`src/rtl/packet_tx_pkg.sv`:
```
// packet_tx_pkg: shared router constants, FSM state encodings and buffer select codes
package packet_tx_pkg;
  localparam int PKT_W = 55;
  typedef enum logic [1:0] {
    WAIT_TOKEN = 2'd0,
    SEND       = 2'd1,
    PASS       = 2'd2
  } state_t;
  typedef enum logic [2:0] {
    SEL_LOCAL = 3'd0,
    SEL_NORTH = 3'd1,
    SEL_EAST  = 3'd2,
    SEL_SOUTH = 3'd3,
    SEL_WEST  = 3'd4
  } buf_sel_t;
endpackage

```
`src/rtl/packet_tx_byte_mux.sv`:
```
// tx_byte_mux: selects link byte idx of a packet, MSB first, top byte zero-extended
// pkt: packet from the holding register; idx: byte index; sel_byte: selected byte
module tx_byte_mux #(
  parameter int PKT_W  = 55,
  parameter int NBYTES = 7,
  parameter int IW     = 3
) (
  input  logic [PKT_W-1:0] pkt,
  input  logic [IW-1:0]    idx,
  output logic [7:0]       sel_byte
);
  import packet_tx_pkg::*;
  logic [8*NBYTES-1:0] ext;
  assign ext      = (8*NBYTES)'(pkt);
  assign sel_byte = ext[8*(NBYTES-1-int'(idx)) +: 8];
endmodule

```
`src/rtl/packet_tx.sv`:
```
// packet_tx: token-ring node transmitter, holds one packet and sends it bytewise when granted the token
// pkt_in/pkt_valid/pkt_ready: packet load handshake into the holding register
// token_in/token_out: ring token grant in and pass-on pulse out
// tx_data/tx_valid/tx_first/tx_ready: byte link, pkt_sent pulses on the last accepted byte
// token_err: sticky flag for a token seen while not waiting for it
module packet_tx #(
  parameter int PKT_W  = packet_tx_pkg::PKT_W,
  parameter int NBYTES = (PKT_W + 7) / 8
) (
  input  logic             clk,
  input  logic             rst_n,
  input  logic [PKT_W-1:0] pkt_in,
  input  logic             pkt_valid,
  output logic             pkt_ready,
  input  logic             token_in,
  output logic             token_out,
  output logic [7:0]       tx_data,
  output logic             tx_valid,
  output logic             tx_first,
  input  logic             tx_ready,
  output logic             pkt_sent,
  output logic             token_err
);
  import packet_tx_pkg::*;
  localparam int IW = NBYTES > 1 ? $clog2(NBYTES) : 1;
  localparam logic [IW-1:0] LAST = IW'(NBYTES - 1);
  state_t            state;
  logic [PKT_W-1:0]  hold;
  logic              full;
  logic [IW-1:0]     idx;
  logic [7:0]        mux_byte;
  logic              send;
  tx_byte_mux #(.PKT_W(PKT_W), .NBYTES(NBYTES), .IW(IW)) u_mux (
    .pkt      (hold),
    .idx      (idx),
    .sel_byte (mux_byte)
  );
  // All link outputs decode straight from registered state, so they drop with reset asynchronously
  assign send      = state == SEND;
  assign pkt_ready = !full;
  assign tx_valid  = send;
  assign tx_first  = send && idx == '0;
  assign tx_data   = send ? mux_byte : 8'h00;
  assign pkt_sent  = send && tx_ready && idx == LAST;
  assign token_out = state == PASS;
  always_ff @(posedge clk or negedge rst_n) begin
    if (!rst_n) begin
      state     <= WAIT_TOKEN;
      hold      <= '0;
      full      <= 1'b0;
      idx       <= '0;
      token_err <= 1'b0;
    end else begin
      if (pkt_valid && !full) begin
        hold <= pkt_in;
        full <= 1'b1;
      end
      if (token_in && state != WAIT_TOKEN) token_err <= 1'b1;
      case (state)
        // full is the pre-edge value, so a same-edge load still passes the token
        WAIT_TOKEN: if (token_in) begin
          state <= full ? SEND : PASS;
          idx   <= '0;
        end
        SEND: if (tx_ready) begin
          if (idx == LAST) begin
            state <= PASS;
            full  <= 1'b0;
            hold  <= '0;
            idx   <= '0;
          end else idx <= idx + 1'b1;
        end
        PASS:    state <= WAIT_TOKEN;
        default: state <= WAIT_TOKEN;
      endcase
    end
  end
endmodule

```
`config.mk`:
```
export PLATFORM = sky130hd
export DESIGN_NAME = packet_tx
export DESIGN_NICKNAME = d
export VERILOG_FILES = /design/src/rtl/packet_tx_pkg.sv /design/src/rtl/packet_tx_byte_mux.sv /design/src/rtl/packet_tx.sv
export SDC_FILE = /design/constraint.sdc
export NUM_CORES = 1
export LEC_CHECK = 0
export CAP_MARGIN = 20
export CORE_MARGIN = 2
export CORE_UTILIZATION = 35
export CTS_CLUSTER_DIAMETER = 60
export DETAILED_ROUTE_END_ITERATION = 10
export SLEW_MARGIN = 10
export SYNTH_ARGS = -nofsm -noshare
export SYNTH_HDL_FRONTEND = slang
export SYNTH_SLANG_ARGS = --single-unit
export TNS_END_PERCENT = 10
```
`constraint.sdc`:
```
create_clock -name clk -period 5.5 [get_ports clk]
set_clock_uncertainty 0.15 [all_clocks]
set_input_delay 1.1 -clock clk [delete_from_list [all_inputs] [get_ports clk]]
set_output_delay 1.1 -clock clk [all_outputs]
set_load 0.02 [all_outputs]
```
==> results of run 1 <==
==> cells by family after synthesis <==
kind of cell / after synthesis
compound gates: 74
xor+xnor: 1
fa+ha+maj: 4
buf+inv: 31
flops: 62
mux: 17
simple gates: 155
==> placed cells by master (no fill, tap or decap), drive strengths merged <==
cell and instances:
nor3 1, mux4 7, clkinvlp 1, nand4b 1, dfrtp 62, o21ai 3, nand3 9, clkdlybuf4s50 72
buf 5, and4 1, clkinv 2, ha 4, nor2 13, nor2b 4, clkbuf 13, mux2 8
xnor2 1, and3b 2, o22ai 2, a211oi 1, o2111ai 1, a31oi 2, mux2i 2, bufinv 1
a21oi 56, a2111oi 1, a211o 1, inv 2, nand2b 2, nand2 121, or3 1, a311oi 7
==> metal layers <==
metal / up-vias / part of all wire, % / routed length, µm / GRT usage (%)
met5: - / 0 / 0 / 0
met4: 0 / 2.2 / 175 / 7.06
met3: 14 / 5.2 / 412 / 3.26
met2: 67 / 50 / 3960 / 26.9
met1: 1271 / 42 / 3350 / 21.2
li1: 1281 / - / - / -
==> metrics by stage <==
step           worst slack [ns]  area [µm²]  hold slack (ns)
6_report                  0.855        4190            0.328
2_1_floorplan              1.82        3260            0.347
4_1_cts                   0.816        4170            0.336
3_5_place_dp               1.20        3960            0.316
3_3_place_gp               1.30        3960            0.311
5_1_grt                   0.660        4190            0.369
==> power by group through the flow <==
| stage | combinational (mW) | clock [mW] | sequential (mW) |
|---|---|---|---|
| floorplan | 0.775 | 0 | 0.681 |
| finish | 0.991 | 0.406 | 0.734 |
| CTS | 0.998 | 0.415 | 0.735 |
| detailed placement | 0.994 | 0 | 0.742 |
| global placement | 0.971 | 0 | 0.745 |
| global route | 1.08 | 0.438 | 0.756 |
==> state kept, by name, indices dropped and copies added (netlist names) <==
signal     count
idx            3
state          2
token_err      1
full           1
hold          55
==> worst max-delay path by stage <==
stage / startpoint / cells past startpoint / endpoint
after global routing: idx[0] / 6 / tx_data[1]
final: idx[0] / 6 / tx_data[3]
after global placement: idx[0] / 6 / tx_data[6]
after detailed placement: idx[0] / 6 / tx_data[3]
after floorplan: idx[0] / 9 / tx_data[3]
after CTS: idx[0] / 6 / tx_data[6]
==> area by class of cell <==
cell class / count / area [µm²] / share of cell area, %
Inverter: 3 / 11.3 / 0.269
Clock inverter: 3 / 42.5 / 1.02
Sequential cell: 62 / 1550 / 37.1
Tap cell: 111 / 139 / 3.32
Clock buffer: 13 / 159 / 3.80
Multi-Input combinational cell: 251 / 1510 / 36.2
Timing Repair Buffer: 77 / 768 / 18.4
==> critical path: stages (launching register included) <==
cell             delay (ns)
dfrtp_1                0.35
clkinv_1               0.25
ha_1                   1.00
mux4_2                 0.37
nor2_1                 0.05
a311oi_1               0.37
clkdlybuf4s50_1        0.67
==> results.py, run 1 <==
metrics = {
    "sta": {
        "hold_violations": 0,
        "slew_headroom_pct": 30.5,
        "finalSetupViolCount": 0,
        "min_period_ns": 4.65,
        "tightest_slew_ns": 1.04,
        "rsz0062_at_grt": "false",
        "maxSlewViolCount": 0,
        "period_share_pct": 84.5,
        "max_freq_ghz": 0.215,
        "final.setup.tns_ns": 0,
    },
    "synth": {
        "syn_nets": 408,
        "synth_mux_area_share_pct": 8.21,
        "synth_edf_count": 0,
        "synth_warnings": 0,
        "synthAdderAreaFrac_pct": 1.53,
        "synth.top_cells.by_area": "dfrtp_1, nand2_1, a21oi_2",
        "synth_top_family_by_area": "simple AND/OR/NAND/NOR gates",
        "yosysTopAreaCellShare_pct": 47.5,
        "synthXorXnorAreaFrac_pct": 0.498,
        "ys_seq_area_share_pct": 47.5,
        "ys_seq_elements": 62,
        "syn-cell-area_um2": 3260,
        "synth_area_leader_cell": "dfrtp_1",
        "async_flop_share_pct": 100,
        "synthCells": 344,
        "synth_area_per_cell_um2": 9.49,
        "synth-simple-area-share_pct": 19.7,
        "synth.most_common_cell": "nand2_1",
        "synth-main-ff-cell": "dfrtp_1",
        "synth_commonest_cells": "nand2_1, dfrtp_1, a21oi_2",
        "synth_compound_area_share_pct": 16.2,
        "ys_types": 35,
    },
    "setup_path": {
        "worstSetupPathType": "reg2out",
        "worst_ep_required_time_ns": 4.25,
        "critPathArrivalTime_ns": 3.40,
        "regToRegSetupSlack_ns": 3.39,
        "r2r_end": "full",
        "worst_setup_path_end_kind": "output port",
        "reg2reg_from": "state[0]",
        "startpoint_type": "register",
        "critical_path_peak_fanout": 23,
        "r2r_cells": 4,
    },
    "route": {
        "drt-total-wl_mm": 7.89,
        "drt_iter0_drc": 157,
        "wl_per_cell_um": 15.2,
        "vias": 2633,
        "vias_per_cell": 5.06,
        "dr.pass1.iters": 4,
        "antenna_left": 0,
        "drcViolationCount": 0,
    },
    "die": {
        "fp.dieArea_um2": 10100,
        "placementRows": 35,
        "num_io_pins": 74,
        "die_w_um": 101,
        "core-area_um2": 9150,
        "start_util_pct": 35.7,
        "die_h_um": 101,
    },
    "power_and_ir_drop": {
        "power.total_mw": 2.13,
        "p_seq_share_pct": 34.5,
        "switchingPower_mw": 0.793,
        "p_leak_nw": 1.72,
        "powerDensity_nw_per_um2": 509,
        "switching_share_pct": 37.2,
        "clockPowerShare_pct": 19.0,
        "combPwrFrac_pct": 46.5,
        "p_int_mw": 1.34,
        "peakVddDrop_mv": 0.206,
    },
    "clocking": {
        "cts_hold_buf": 0,
        "clockRootBuffer": "clkbuf_8",
        "cts_tree": "done",
        "postCtsSetupBuffers": 0,
        "clk_pin_slew_ns": 0.07,
        "clock_path_buffers": 2,
        "clock_latency_ns": 0.33,
        "htree_num_levels": 3,
        "numCtsBuffers": 9,
        "cts_resized": 0,
        "cts_sinks": 62,
    },
    "placed_design": {
        "dp_hpwl_mm": 5.56,
        "gp_congestion": 0.804,
        "port_buffers": 73,
        "dp_cells": 503,
    },
    "global_route": {
        "first_global_vias": 2618,
        "antenna_found_initial": 0,
        "grt_pass1_wl_mm": 12.9,
        "grt_usage_pct": 16.4,
        "overflow": 0,
        "grt_start_max_net_pins": 63,
    },
    "worst_hold_path": {
        "holdCritStartpoint": "token_err",
        "holdPathStages": 1,
        "hp-class": "reg2reg",
        "min_to": "token_err",
    },
    "cells_and_area": {
        "n_antenna_cell": 0,
        "fin_cells": 520,
        "fillers": 863,
        "fin_util_pct": 45.7,
        "layout.nets": 468,
        "final_layout_size_suffix_gt1_share_pct": 16.9,
        "area_growth_pct": 28.3,
    },
    "flow_run": {
        "maxCapViolCount": 0,
    },
    "run_status": {
        "outcome": "completed",
    },
}
No activity file was read; power rests on OpenSTA's default activity.
==> inputs of run 2 (changes only) <==
==> constraint.sdc (replaced) <==
create_clock -name clk -period 4.4 [get_ports clk]
set_clock_uncertainty 0.15 [all_clocks]
set_input_delay 0.88 -clock clk [delete_from_list [all_inputs] [get_ports clk]]
set_output_delay 0.88 -clock clk [all_outputs]
set_load 0.02 [all_outputs]
==> run 2 against run 1 <==
  * Final area increased by 0.21%
  * Non-clock buffer count increased by 1
  * Worst hold slack got worse by 0.0094 ns
  * First-iteration DRC count decreased by 4.5%
  * Total power increased by 27%
  * Routed wire length increased by 3.1%
  * Sequential share of layout area decreased by 0.077 points
  * Critical path depth increased by 1
  * Via count decreased by 0.27%
==> results.py, run 2 (synthesized netlist as in run 1, its figures left out) <==
metrics = {
    "setup_path": {
        "critPathArrivalTime_ns": 3.10,
        "worst_setup_path_end_kind": "output port",
        "worst_ep_required_time_ns": 3.37,
        "cpPeakStageDelay_ns": 0.67,
        "crit_family": "buffers and inverters",
        "worstSetupPathType": "reg2out",
        "path_buf_inv": 3,
        "startpoint_type": "register",
        "slowest_stage": "clkdlybuf4s50_1",
        "cp_cell_sequence": "clkinv_1 > ha_1 > buf_4 > mux4_2 > nor2_1 > a311oi_1 > clkdlybuf4s50_1",
        "critical_path_peak_fanout": 19,
    },
    "clocking": {
        "postCtsSetupBuffers": 0,
        "clk_pin_slew_ns": 0.08,
        "clock_latency_ns": 0.34,
        "cts_resized": 0,
        "cts_sinks": 62,
        "cts_hold_buf": 0,
        "numCtsBuffers": 9,
        "clockRootBuffer": "clkbuf_8",
        "clock_path_buffers": 2,
        "htree_num_levels": 3,
        "cts_tree": "done",
    },
    "die": {
        "die_w_um": 101,
        "start_util_pct": 35.7,
        "die_h_um": 101,
        "core-area_um2": 9150,
        "placementRows": 35,
        "fp.dieArea_um2": 10100,
        "num_io_pins": 74,
    },
    "global_route": {
        "first_global_vias": 2686,
        "grt_pass1_wl_mm": 13.2,
        "grt_start_max_net_pins": 57,
        "overflow": 0,
        "antenna_found_initial": 0,
        "grt_usage_pct": 17.1,
    },
    "route": {
        "drt_iter0_drc": 150,
        "wl_per_cell_um": 15.6,
        "antenna_left": 0,
        "drcViolationCount": 0,
        "vias": 2626,
        "vias_per_cell": 5.04,
        "dr.pass1.iters": 4,
        "drt-total-wl_mm": 8.13,
    },
    "cells_and_area": {
        "largest_reg_flops": 55,
        "final_cell_mix": "nand2_1, clkdlybuf4s50_1, dfrtp_1, a21oi_2, a21oi_1",
        "area_growth_pct": 28.5,
        "fin_util_pct": 45.8,
        "fillers": 893,
        "layout.nets": 469,
        "layout_commonest_cell": "nand2_1",
        "final_layout_size_suffix_gt1_share_pct": 17.1,
        "largest_registers": "hold x55, idx x3, state x2",
        "n_antenna_cell": 0,
        "max_flop_register": "hold",
    },
    "sta": {
        "slew_headroom_pct": 29.5,
        "rsz0062_at_grt": "false",
        "final.setup.tns_ns": 0,
        "tightest_slew_ns": 1.06,
        "max_freq_ghz": 0.242,
        "period_share_pct": 93.9,
        "maxSlewViolCount": 0,
        "hold_violations": 0,
        "finalSetupViolCount": 0,
        "whs_ns": 0.319,
        "min_period_ns": 4.13,
    },
    "placed_design": {
        "port_buffers": 73,
        "gp_congestion": 0.752,
        "dp_hpwl_mm": 5.75,
    },
    "run_status": {
        "outcome": "completed",
    },
    "power_and_ir_drop": {
        "powerDensity_nw_per_um2": 648,
        "p_seq_share_pct": 33.6,
        "switching_share_pct": 36.7,
        "p_int_mw": 1.72,
        "p_leak_nw": 1.73,
        "peakVddDrop_mv": 0.335,
        "combPwrFrac_pct": 46.0,
        "switchingPower_mw": 0.997,
        "clockPowerShare_pct": 20.4,
    },
    "worst_hold_path": {
        "hp-class": "reg2reg",
    },
    "flow_run": {
        "maxCapViolCount": 0,
    },
}
run 2: changes by cell type in the layout (fill, tap and decap cells not counted), sizes merged:
cell and change:
buf +1, bufinv +1, clkbuf -1, clkinv +1, clkinvlp -1
run 2: per-stage QoR:
stage | std cells | area [µm²] | worst slack (ns) | power (mW)
finish | 521 | 4190 | 0.268 | 2.72
global route | 521 | 4190 | 0.0804 | 2.91
CTS | 521 | 4190 | 0.238 | 2.74
detailed placement | 505 | 3980 | 0.608 | 2.18
global placement | 505 | 3980 | 0.668 | 2.16
floorplan | 344 | 3260 | 0.936 | 1.82
run 2: final timing paths:
check / end / start / slack [ns] / depth (start not counted)
worst max-delay path: tx_data[6] / idx[0] / 0.27 / 7
worst min-delay path: token_err / token_err / 0.32 / 1
worst max register to register: hold[50] / state[0] / 2.30 / 4
worst min register to register: token_err / token_err / 0.32 / 1
max in group asynchronous: hold[0] / rst_n / 2.73 / 2
min in group asynchronous: state[0] / rst_n / 0.52 / 1
run 2: power by group through the flow:
stage	registers, mW	clock network, mW	logic (mW)
2_1_floorplan	0.852	0	0.969
3_3_place_gp	0.928	0	1.23
3_5_place_dp	0.924	0	1.26
4_1_cts	0.915	0.565	1.27
5_1_grt	0.939	0.599	1.37
6_report	0.913	0.554	1.25
run 2: layout make-up:
cell class,count,area [µm²],share of cell area [%]
clock inverter,4,70.1,1.67
sequential,62,1550,37.0
timing repair buffer,78,763,18.2
tap,111,139,3.31
clock buffer,12,145,3.46
multi-input combinational,251,1510,36.1
inverter,3,11.3,0.268
run 2: metal layers:
layer	vias to the layer above	wire length, µm	GRT usage (%)
met1	1280	3620	21.8
met3	6	341	3.61
met2	58	4070	28.5
met4	0	104	6.32
met5	-	0	0
li1	1282	-	-
